===== src/rtl/game_fsm_if.sv =====
// Handshake bundle between the game sequencer and the board.
//   master (sequencer): drives chk_*, lock_valid, bar_valid/bar_row and clr_valid;
//                       receives chk_ready/chk_ok, lock_done/lines and bar_done.
//   slave  (board)    : the mirror image.
// Every request holds valid and payload until its ready/done.
interface game_fsm_if;
  logic              chk_valid;
  logic [2:0]        chk_kind;
  logic [1:0]        chk_rot;
  logic signed [4:0] chk_x;
  logic signed [5:0] chk_y;
  logic              chk_ready;
  logic              chk_ok;
  logic              lock_valid;
  logic              lock_done;
  logic [2:0]        lines;
  logic              bar_valid;
  logic [9:0]        bar_row;
  logic              bar_done;
  logic              clr_valid;

  modport master (
    output chk_valid, chk_kind, chk_rot, chk_x, chk_y, lock_valid, bar_valid, bar_row, clr_valid,
    input  chk_ready, chk_ok, lock_done, lines, bar_done
  );

  modport slave (
    input  chk_valid, chk_kind, chk_rot, chk_x, chk_y, lock_valid, bar_valid, bar_row, clr_valid,
    output chk_ready, chk_ok, lock_done, lines, bar_done
  );
endinterface


===== src/rtl/game_fsm.sv =====
// Falling-block game sequencer. Applies one upstream command per WAIT visit, asks the board
// for collision tests, locks pieces, pushes garbage rows and keeps score.
// Ports:
//   clk, rst          clock, synchronous active-high reset
//   control           command queue head (phase encoding), state = current phase
//   rng               random word, rng[2:0] picks the spawned kind (7 maps to 0)
//   bar_mask          garbage-row hole mask, captured when BAR is entered
//   bus               game_fsm_if.master: check / lock / bar / clear handshakes
//   kind, rot, pos_x, pos_y, hold_kind, score   active piece, held piece (F = empty), score
// Build option: define WALLKICK_EN to retry a failed rotation at x-1, then x+1.
module game_fsm (
  input  logic              clk,
  input  logic              rst,
  input  logic [3:0]        control,
  output logic [3:0]        state,
  input  logic [31:0]       rng,
  input  logic [9:0]        bar_mask,
  game_fsm_if.master        bus,
  output logic [2:0]        kind,
  output logic [1:0]        rot,
  output logic signed [4:0] pos_x,
  output logic signed [5:0] pos_y,
  output logic [3:0]        hold_kind,
  output logic [15:0]       score
);

  typedef enum logic [3:0] {
    PhNone, PhInit, PhWait, PhLeft, PhRight, PhDown,
    PhRotate, PhRotateRev, PhDrop, PhHold, PhBar, PhEnd
  } phase_e;

  // Sub-step inside a phase; the visible state only shows the phase.
  typedef enum logic [2:0] {
    StStart, StMove, StKick, StLock, StSpawn, StFinal, StBar, StRetest
  } step_e;

  phase_e            state_q;
  step_e             step_q;
  logic [1:0]        kick_q;
  logic [2:0]        kind_q;
  logic [1:0]        rot_q;
  logic signed [4:0] pos_x_q;
  logic signed [5:0] pos_y_q;
  logic [3:0]        hold_kind_q;
  logic              hold_used_q;
  logic [15:0]       score_q;
  logic              chk_valid_q, lock_valid_q, bar_valid_q, clr_valid_q;
  logic [2:0]        chk_kind_q;
  logic [1:0]        chk_rot_q;
  logic signed [4:0] chk_x_q;
  logic signed [5:0] chk_y_q;
  logic [9:0]        bar_row_q;

  logic [1:0]        cand_rot;
  logic signed [4:0] cand_x;
  logic signed [5:0] cand_y;
  logic [2:0]        spawn_kind;
  logic              do_init;
  logic              unused_rng;

  assign spawn_kind = (rng[2:0] == 3'd7) ? 3'd0 : rng[2:0];
  assign unused_rng = ^rng[31:3];
  assign do_init    = (control == 4'(PhInit)) &&
                      (state_q == PhNone || state_q == PhEnd || state_q == PhWait);

  function automatic logic [15:0] sat_add(input logic [15:0] a, input logic [15:0] b);
    logic [16:0] s;
    s = {1'b0, a} + {1'b0, b};
    return s[16] ? 16'hFFFF : s[15:0];
  endfunction

  function automatic logic [15:0] line_points(input logic [2:0] n);
    case (n)
      3'd1:    return 16'd100;
      3'd2:    return 16'd300;
      3'd3:    return 16'd500;
      3'd4:    return 16'd800;
      default: return 16'd0;
    endcase
  endfunction

  // Candidate placement for the phase's move; kick_q overrides x on wall-kick retries.
  always_comb begin
    cand_rot = rot_q;
    cand_x   = pos_x_q;
    cand_y   = pos_y_q;
    case (state_q)
      PhLeft:         cand_x   = pos_x_q - 5'sd1;
      PhRight:        cand_x   = pos_x_q + 5'sd1;
      PhDown, PhDrop: cand_y   = pos_y_q + 6'sd1;
      PhRotate:       cand_rot = rot_q + 2'd1;
      PhRotateRev:    cand_rot = rot_q - 2'd1;
      default:        ;
    endcase
    if (kick_q == 2'd1) cand_x = pos_x_q - 5'sd1;
    if (kick_q == 2'd2) cand_x = pos_x_q + 5'sd1;
  end

  always_ff @(posedge clk) begin
    if (rst) begin
      state_q      <= PhNone;
      step_q       <= StStart;
      kick_q       <= 2'd0;
      kind_q       <= 3'd0;
      rot_q        <= 2'd0;
      pos_x_q      <= 5'sd3;
      pos_y_q      <= 6'sd0;
      hold_kind_q  <= 4'hF;
      hold_used_q  <= 1'b0;
      score_q      <= 16'd0;
      chk_valid_q  <= 1'b0;
      lock_valid_q <= 1'b0;
      bar_valid_q  <= 1'b0;
      clr_valid_q  <= 1'b0;
      chk_kind_q   <= 3'd0;
      chk_rot_q    <= 2'd0;
      chk_x_q      <= 5'sd0;
      chk_y_q      <= 6'sd0;
      bar_row_q    <= 10'd0;
    end else begin
      clr_valid_q <= 1'b0;
      if (do_init) begin
        state_q     <= PhInit;
        step_q      <= StSpawn;
        clr_valid_q <= 1'b1;
        score_q     <= 16'd0;
        hold_kind_q <= 4'hF;
        hold_used_q <= 1'b0;
      end else if (state_q == PhNone || state_q == PhEnd) begin
        // Anything but INIT is ignored here.
      end else if (state_q == PhWait) begin
        if (control != 4'(PhNone) && control <= 4'(PhEnd)) begin
          state_q <= phase_e'(control);
          step_q  <= StStart;
          kick_q  <= 2'd0;
          if (control == 4'(PhBar)) begin
            bar_row_q   <= bar_mask;
            bar_valid_q <= 1'b1;
            step_q      <= StBar;
          end
        end
      end else begin
        unique case (step_q)
          StStart: begin
            kick_q <= 2'd0;
            case (state_q)
              PhLeft, PhRight, PhDown, PhRotate, PhRotateRev, PhDrop: begin
                chk_valid_q <= 1'b1;
                chk_kind_q  <= kind_q;
                chk_rot_q   <= cand_rot;
                chk_x_q     <= cand_x;
                chk_y_q     <= cand_y;
                step_q      <= StMove;
              end
              PhHold: begin
                if (hold_used_q) begin
                  state_q <= PhWait;
                end else begin
                  hold_used_q <= 1'b1;
                  hold_kind_q <= {1'b0, kind_q};
                  if (hold_kind_q == 4'hF) begin
                    step_q <= StSpawn;
                  end else begin
                    kind_q      <= hold_kind_q[2:0];
                    rot_q       <= 2'd0;
                    pos_x_q     <= 5'sd3;
                    pos_y_q     <= 6'sd0;
                    chk_valid_q <= 1'b1;
                    chk_kind_q  <= hold_kind_q[2:0];
                    chk_rot_q   <= 2'd0;
                    chk_x_q     <= 5'sd3;
                    chk_y_q     <= 6'sd0;
                    step_q      <= StFinal;
                  end
                end
              end
              default: state_q <= PhWait;
            endcase
          end
          StMove: begin
            if (bus.chk_ready) begin
              chk_valid_q <= 1'b0;
              if (bus.chk_ok) begin
                rot_q   <= chk_rot_q;
                pos_x_q <= chk_x_q;
                pos_y_q <= chk_y_q;
                if (state_q == PhDrop) begin
                  score_q <= sat_add(score_q, 16'd1);
                  step_q  <= StStart;
                end else begin
                  state_q <= PhWait;
                  step_q  <= StStart;
                end
              end else if (state_q == PhDown || state_q == PhDrop) begin
                lock_valid_q <= 1'b1;
                step_q       <= StLock;
              end
`ifdef WALLKICK_EN
              else if ((state_q == PhRotate || state_q == PhRotateRev) && kick_q != 2'd2) begin
                kick_q <= kick_q + 2'd1;
                step_q <= StKick;
              end
`endif
              else begin
                state_q <= PhWait;
                step_q  <= StStart;
              end
            end
          end
          StKick: begin
            // Idle cycle between attempts, then retry with the shifted x.
            chk_valid_q <= 1'b1;
            chk_x_q     <= cand_x;
            step_q      <= StMove;
          end
          StLock: begin
            if (bus.lock_done) begin
              lock_valid_q <= 1'b0;
              score_q      <= sat_add(score_q, line_points(bus.lines));
              hold_used_q  <= 1'b0;
              step_q       <= StSpawn;
            end
          end
          StSpawn: begin
            kind_q      <= spawn_kind;
            rot_q       <= 2'd0;
            pos_x_q     <= 5'sd3;
            pos_y_q     <= 6'sd0;
            chk_valid_q <= 1'b1;
            chk_kind_q  <= spawn_kind;
            chk_rot_q   <= 2'd0;
            chk_x_q     <= 5'sd3;
            chk_y_q     <= 6'sd0;
            step_q      <= StFinal;
          end
          StFinal: begin
            if (bus.chk_ready) begin
              chk_valid_q <= 1'b0;
              state_q     <= bus.chk_ok ? PhWait : PhEnd;
              step_q      <= StStart;
            end
          end
          StBar: begin
            if (bus.bar_done) begin
              bar_valid_q <= 1'b0;
              step_q      <= StRetest;
            end
          end
          StRetest: begin
            chk_valid_q <= 1'b1;
            chk_kind_q  <= kind_q;
            chk_rot_q   <= rot_q;
            chk_x_q     <= pos_x_q;
            chk_y_q     <= pos_y_q;
            step_q      <= StFinal;
          end
        endcase
      end
    end
  end

  assign state          = state_q;
  assign kind           = kind_q;
  assign rot            = rot_q;
  assign pos_x          = pos_x_q;
  assign pos_y          = pos_y_q;
  assign hold_kind      = hold_kind_q;
  assign score          = score_q;
  assign bus.chk_valid  = chk_valid_q;
  assign bus.chk_kind   = chk_kind_q;
  assign bus.chk_rot    = chk_rot_q;
  assign bus.chk_x      = chk_x_q;
  assign bus.chk_y      = chk_y_q;
  assign bus.lock_valid = lock_valid_q;
  assign bus.bar_valid  = bar_valid_q;
  assign bus.bar_row    = bar_row_q;
  assign bus.clr_valid  = clr_valid_q;

endmodule


===== src/flat_wrapper.sv =====
// flat-port wrapper written by rule: the top's interface ports become plain ports
module game_fsm_flat 
  (clk, rst, control, state, rng, bar_mask, kind, rot, pos_x, pos_y, hold_kind, score, bus_chk_valid, bus_chk_kind, bus_chk_rot, bus_chk_x, bus_chk_y, bus_lock_valid, bus_bar_valid, bus_bar_row, bus_clr_valid, bus_chk_ready, bus_chk_ok, bus_lock_done, bus_lines, bus_bar_done);
  game_fsm_if bus_i ();
  input  logic clk;
  input  logic rst;
  input  logic [3:0] control;
  output logic [3:0] state;
  input  logic [31:0] rng;
  input  logic [9:0] bar_mask;
  output logic [2:0] kind;
  output logic [1:0] rot;
  output logic signed [4:0] pos_x;
  output logic signed [5:0] pos_y;
  output logic [3:0] hold_kind;
  output logic [15:0] score;
  output wire logic [$bits(bus_i.chk_valid)-1:0] bus_chk_valid;
  output wire logic [$bits(bus_i.chk_kind)-1:0] bus_chk_kind;
  output wire logic [$bits(bus_i.chk_rot)-1:0] bus_chk_rot;
  output wire logic [$bits(bus_i.chk_x)-1:0] bus_chk_x;
  output wire logic [$bits(bus_i.chk_y)-1:0] bus_chk_y;
  output wire logic [$bits(bus_i.lock_valid)-1:0] bus_lock_valid;
  output wire logic [$bits(bus_i.bar_valid)-1:0] bus_bar_valid;
  output wire logic [$bits(bus_i.bar_row)-1:0] bus_bar_row;
  output wire logic [$bits(bus_i.clr_valid)-1:0] bus_clr_valid;
  input wire logic [$bits(bus_i.chk_ready)-1:0] bus_chk_ready;
  input wire logic [$bits(bus_i.chk_ok)-1:0] bus_chk_ok;
  input wire logic [$bits(bus_i.lock_done)-1:0] bus_lock_done;
  input wire logic [$bits(bus_i.lines)-1:0] bus_lines;
  input wire logic [$bits(bus_i.bar_done)-1:0] bus_bar_done;
  assign bus_chk_valid = bus_i.chk_valid;
  assign bus_chk_kind = bus_i.chk_kind;
  assign bus_chk_rot = bus_i.chk_rot;
  assign bus_chk_x = bus_i.chk_x;
  assign bus_chk_y = bus_i.chk_y;
  assign bus_lock_valid = bus_i.lock_valid;
  assign bus_bar_valid = bus_i.bar_valid;
  assign bus_bar_row = bus_i.bar_row;
  assign bus_clr_valid = bus_i.clr_valid;
  assign bus_i.chk_ready = bus_chk_ready;
  assign bus_i.chk_ok = bus_chk_ok;
  assign bus_i.lock_done = bus_lock_done;
  assign bus_i.lines = bus_lines;
  assign bus_i.bar_done = bus_bar_done;
  game_fsm u_core (.clk(clk), .rst(rst), .control(control), .state(state), .rng(rng), .bar_mask(bar_mask), .bus(bus_i), .kind(kind), .rot(rot), .pos_x(pos_x), .pos_y(pos_y), .hold_kind(hold_kind), .score(score));
endmodule

===== config.mk =====
export PLATFORM = sky130hd
export DESIGN_NAME = game_fsm_flat
export DESIGN_NICKNAME = d
export VERILOG_FILES = /design/src/rtl/game_fsm_if.sv /design/src/rtl/game_fsm.sv /design/src/flat_wrapper.sv
export SDC_FILE = /design/constraint.sdc
export NUM_CORES = 1
export LEC_CHECK = 0
export CORE_MARGIN = 8
export CORE_UTILIZATION = 49
export CTS_CLUSTER_SIZE = 16
export DETAILED_ROUTE_END_ITERATION = 7
export PLACE_DENSITY = 0.78
export SYNTH_ARGS = -nofsm -noshare
export SYNTH_HDL_FRONTEND = slang
export SYNTH_SLANG_ARGS = --single-unit

===== constraint.sdc =====
create_clock -name clk -period 3.25 [get_ports clk]
set_input_delay 0.65 -clock clk [delete_from_list [all_inputs] [get_ports clk]]
set_output_delay 0.65 -clock clk [all_outputs]
set_load 0.01 [all_outputs]

==> results.sh <==
export IMPL_worst_path_stages=12
export IMPL_post_route_period_util=0.919
export IMPL_timing_rr_end="u_core.bus.chk_x[4]"
export IMPL_first_pass_iters=6
export IMPL_worst_slew_pin_slew_ns=1.10
export IMPL_die_w_um=115
export IMPL_clk_latency_ns=0.36
export IMPL_grt_pass1_wl_um=23500
export IMPL_critPathCaptureType="flip-flop"
export IMPL_fp_row_count=36
export IMPL_max_freq_mhz=335
export IMPL_die_area_sq_mm=0.0132
export IMPL_postCtsSetupRepairBufs=0
export IMPL_regToRegSetupSlack_ns=0.47
export IMPL_setup_viol=0
export IMPL_power_per_cell_area_mw_per_mm2=521
export IMPL_crit_buf_inv=2
export IMPL_placed_cell_area_sq_mm=0.00597
export IMPL_grt_max_degree=48
export IMPL_async_flop_share=0
export IMPL_route_antenna_remaining_nets=0
export IMPL_root_buffer="clkbuf_8"
export IMPL_core_sq_mm=0.00964
export IMPL_dp_cells=830
export IMPL_path_clk_slew_ns=0.08
export IMPL_yosysTopAreaCell="dfxtp_1"
export IMPL_outcome="complete, no violations"
export IMPL_wl_per_cell_um=17.1
export IMPL_tritoncts="yes"
export IMPL_cts_max_level=3
export IMPL_drt_iter0_markers=380
export IMPL_hold_class="flip-flop to flip-flop"
export IMPL_finalWirelength_um=14500
export IMPL_start_kind="input port"
export IMPL_final_fill_count=859
export IMPL_slew_headroom=0.262
export IMPL_hold_viol_final=0
export IMPL_diodes=0
export IMPL_critPathLaunch="bus_lines[1]"
export IMPL_whs_path_depth=2
export IMPL_first_global_vias=4878
export IMPL_cts_buffers=9
export IMPL_synthFlopType="dfxtp_1"
export IMPL_via_per_inst=6.07
export IMPL_finClkSkew_ns=0.0129
export IMPL_start_util=0.496
export IMPL_ir_drop_v=0.000320
export IMPL_arrival_ns=3.23
export IMPL_die_h_um=115
export IMPL_synth_top_area_share=0.310
export IMPL_crit_type="input port to flip-flop"
export IMPL_cp_common_cell="a21oi_1"
export IMPL_final_cell_mix="clkdlybuf4s50_1, dfxtp_1, a21oi_1, nand2_1, nor2_1"
export IMPL_synth_edf_count=0
export IMPL_drc=0
export IMPL_fin_nets=776
export IMPL_ctsResizeCount=0
export IMPL_grt_overflow=0
export IMPL_layout_min_cycle_time_ns=2.99
export IMPL_antenna_found_initial=0
export IMPL_num_vias=5133
export IMPL_areaGrowthSynthToFinish_pct=29.1
export IMPL_cp_cell_sequence="clkdlybuf4s50_1 > nor2_1 > and2_1 > nand2b_1 > ha_1 > or2_2 > a21oi_1 > a21oi_1 > buf_4 > o21ai_1 > a2111oi_0 > o2111a_1"
export IMPL_cpLargestDelayFamily="compound AO/OA/AOI/OAI gates"
export IMPL_synth_cells=605
export IMPL_syn_area_sq_mm=0.00478
export IMPL_final_common_cell="clkdlybuf4s50_1"
export IMPL_synthTopCellsByArea="dfxtp_1, a21oi_1, nand2_1"
export IMPL_synth_nets=673
export IMPL_post_dp_hpwl_um=10700
export IMPL_syn_area_per_cell_sq_um=7.90
export IMPL_fin_area_sq_mm=0.00617
export IMPL_cp_slowest_cell="clkdlybuf4s50_1"
export IMPL_yosysWarnings=0
export IMPL_cts_sinks=74
export IMPL_layout_drive_gt1_share=0.105
export IMPL_io_pin_count=125
export IMPL_r2r_start="u_core.state[0]"
export IMPL_place_gp_congestion=0.887
export IMPL_yosysSeqAreaShare=0.310
export IMPL_slowest_delay_ns=0.51
export IMPL_setup_tns_ns=0
export IMPL_ys_ff_latch=74
export IMPL_total_leakage_power_uw=0.00226
export IMPL_clockBufferDepth=2
export IMPL_hold_ws_ns=0.481
export IMPL_fin_cells=846
export IMPL_drv_cap=0
export IMPL_ys_types=76
export IMPL_gr_usage_all_layers=0.218
export IMPL_whs_endpoint="u_core.hold_kind[3]"
export IMPL_crit_fanout=4
export IMPL_worst_r2r_cell_count=11
export IMPL_hp_start="u_core.hold_kind[3]"
export IMPL_critPathRequiredTime_ns=3.50
export IMPL_io_buffers=95
export IMPL_slew_viol_final=0
export IMPL_ctsHoldBuffers=0
export IMPL_grt_setup_unrepaired="false"
export IMPL_power_uw=3220
-- cell usage after synthesis, drive strengths merged, types with 4 or more instances --
library cell   n
nand3b         7
nor4b          4
o21ai         30
mux2i         15
or3b           4
a211oi        18
a31oi         10
nand4          9
and3           4
or2            7
nor3b          6
ha            11
and4           4
xor2           6
inv           17
and2           6
nor2b          5
buf           24
clkbuf        13
xnor2          8
nand2         56
dfxtp         74
a21oi         68
a311oi        10
or3            7
nor3          20
a21o           9
nand3         28
o221ai         5
nor2          53
o22ai          5
nor4           6
nand2b         6
-- tightest hold or removal path, cell delays in order (launching register included) --
cell,delay [ns]
dfxtp_1,0.32
inv_1,0.05
o21ai_0,0.07
-- power breakdown --
group          total, uW  internal [uW]  switching (uW)
clock network        749            366             384
registers           1190           1020             167
logic               1280            552             728
-- stage by stage --
stage                util  setup slack (ns)
detailed placement  0.619           -0.0992
finish              0.640             0.262
global placement    0.619          -0.00495
floorplan               -             0.427
CTS                 0.640             0.265
global route        0.640            0.0891
-- worst max path at each step --
stage | to
after floorplan | u_core.score[15]
after detailed placement | u_core.score[15]
after CTS | u_core.score[15]
final | u_core.score[14]
after global routing | u_core.score[14]
after global placement | u_core.score[15]
-- cell type report --
cell class / instances / area, sq um / area share
Multi-Input combinational cell: 477 / 3040 / 0.493
Sequential cell: 74 / 1480 / 0.240
Timing Repair Buffer: 129 / 1210 / 0.197
Tap cell: 133 / 166 / 0.0270
Clock buffer: 10 / 128 / 0.0207
Clock inverter: 6 / 75.1 / 0.0122
Inverter: 17 / 63.8 / 0.0103
-- routing by layer --
layer  GRT usage  part of all wire
met1       0.264              0.42
met2       0.365              0.48
met4      0.0701             0.014
met3      0.0599             0.089
met5           0                 0
-- registers in the layout (all words and copies together), names as in the netlist, 2 cells and up --
signal,count
u_core.hold_kind,4
u_core.kind,3
u_core.bus.chk_y,6
u_core.bus.chk_kind,3
u_core.score,16
u_core.rot,2
u_core.bus.chk_rot,2
u_core.bus.bar_row,10
u_core.pos_y,6
u_core.state,4
u_core.bus.chk_x,5
u_core.pos_x,5
u_core.step_q,3
-- kinds of logic (layout without fill, tap and decap cells) --
group	after synthesis	after routing	synth area share
XOR/XNOR	14	14	0.0257
multiplexers	15	15	0.0314
adder cells (fa/ha/maj)	16	16	0.0437
buffers and inverters	54	162	0.0537
AO/OA/AOI/OAI	193	193	0.266
AND/OR/NAND/NOR	239	239	0.269
flip-flops	74	74	0.310
Power figures use the tool's default switching activity.
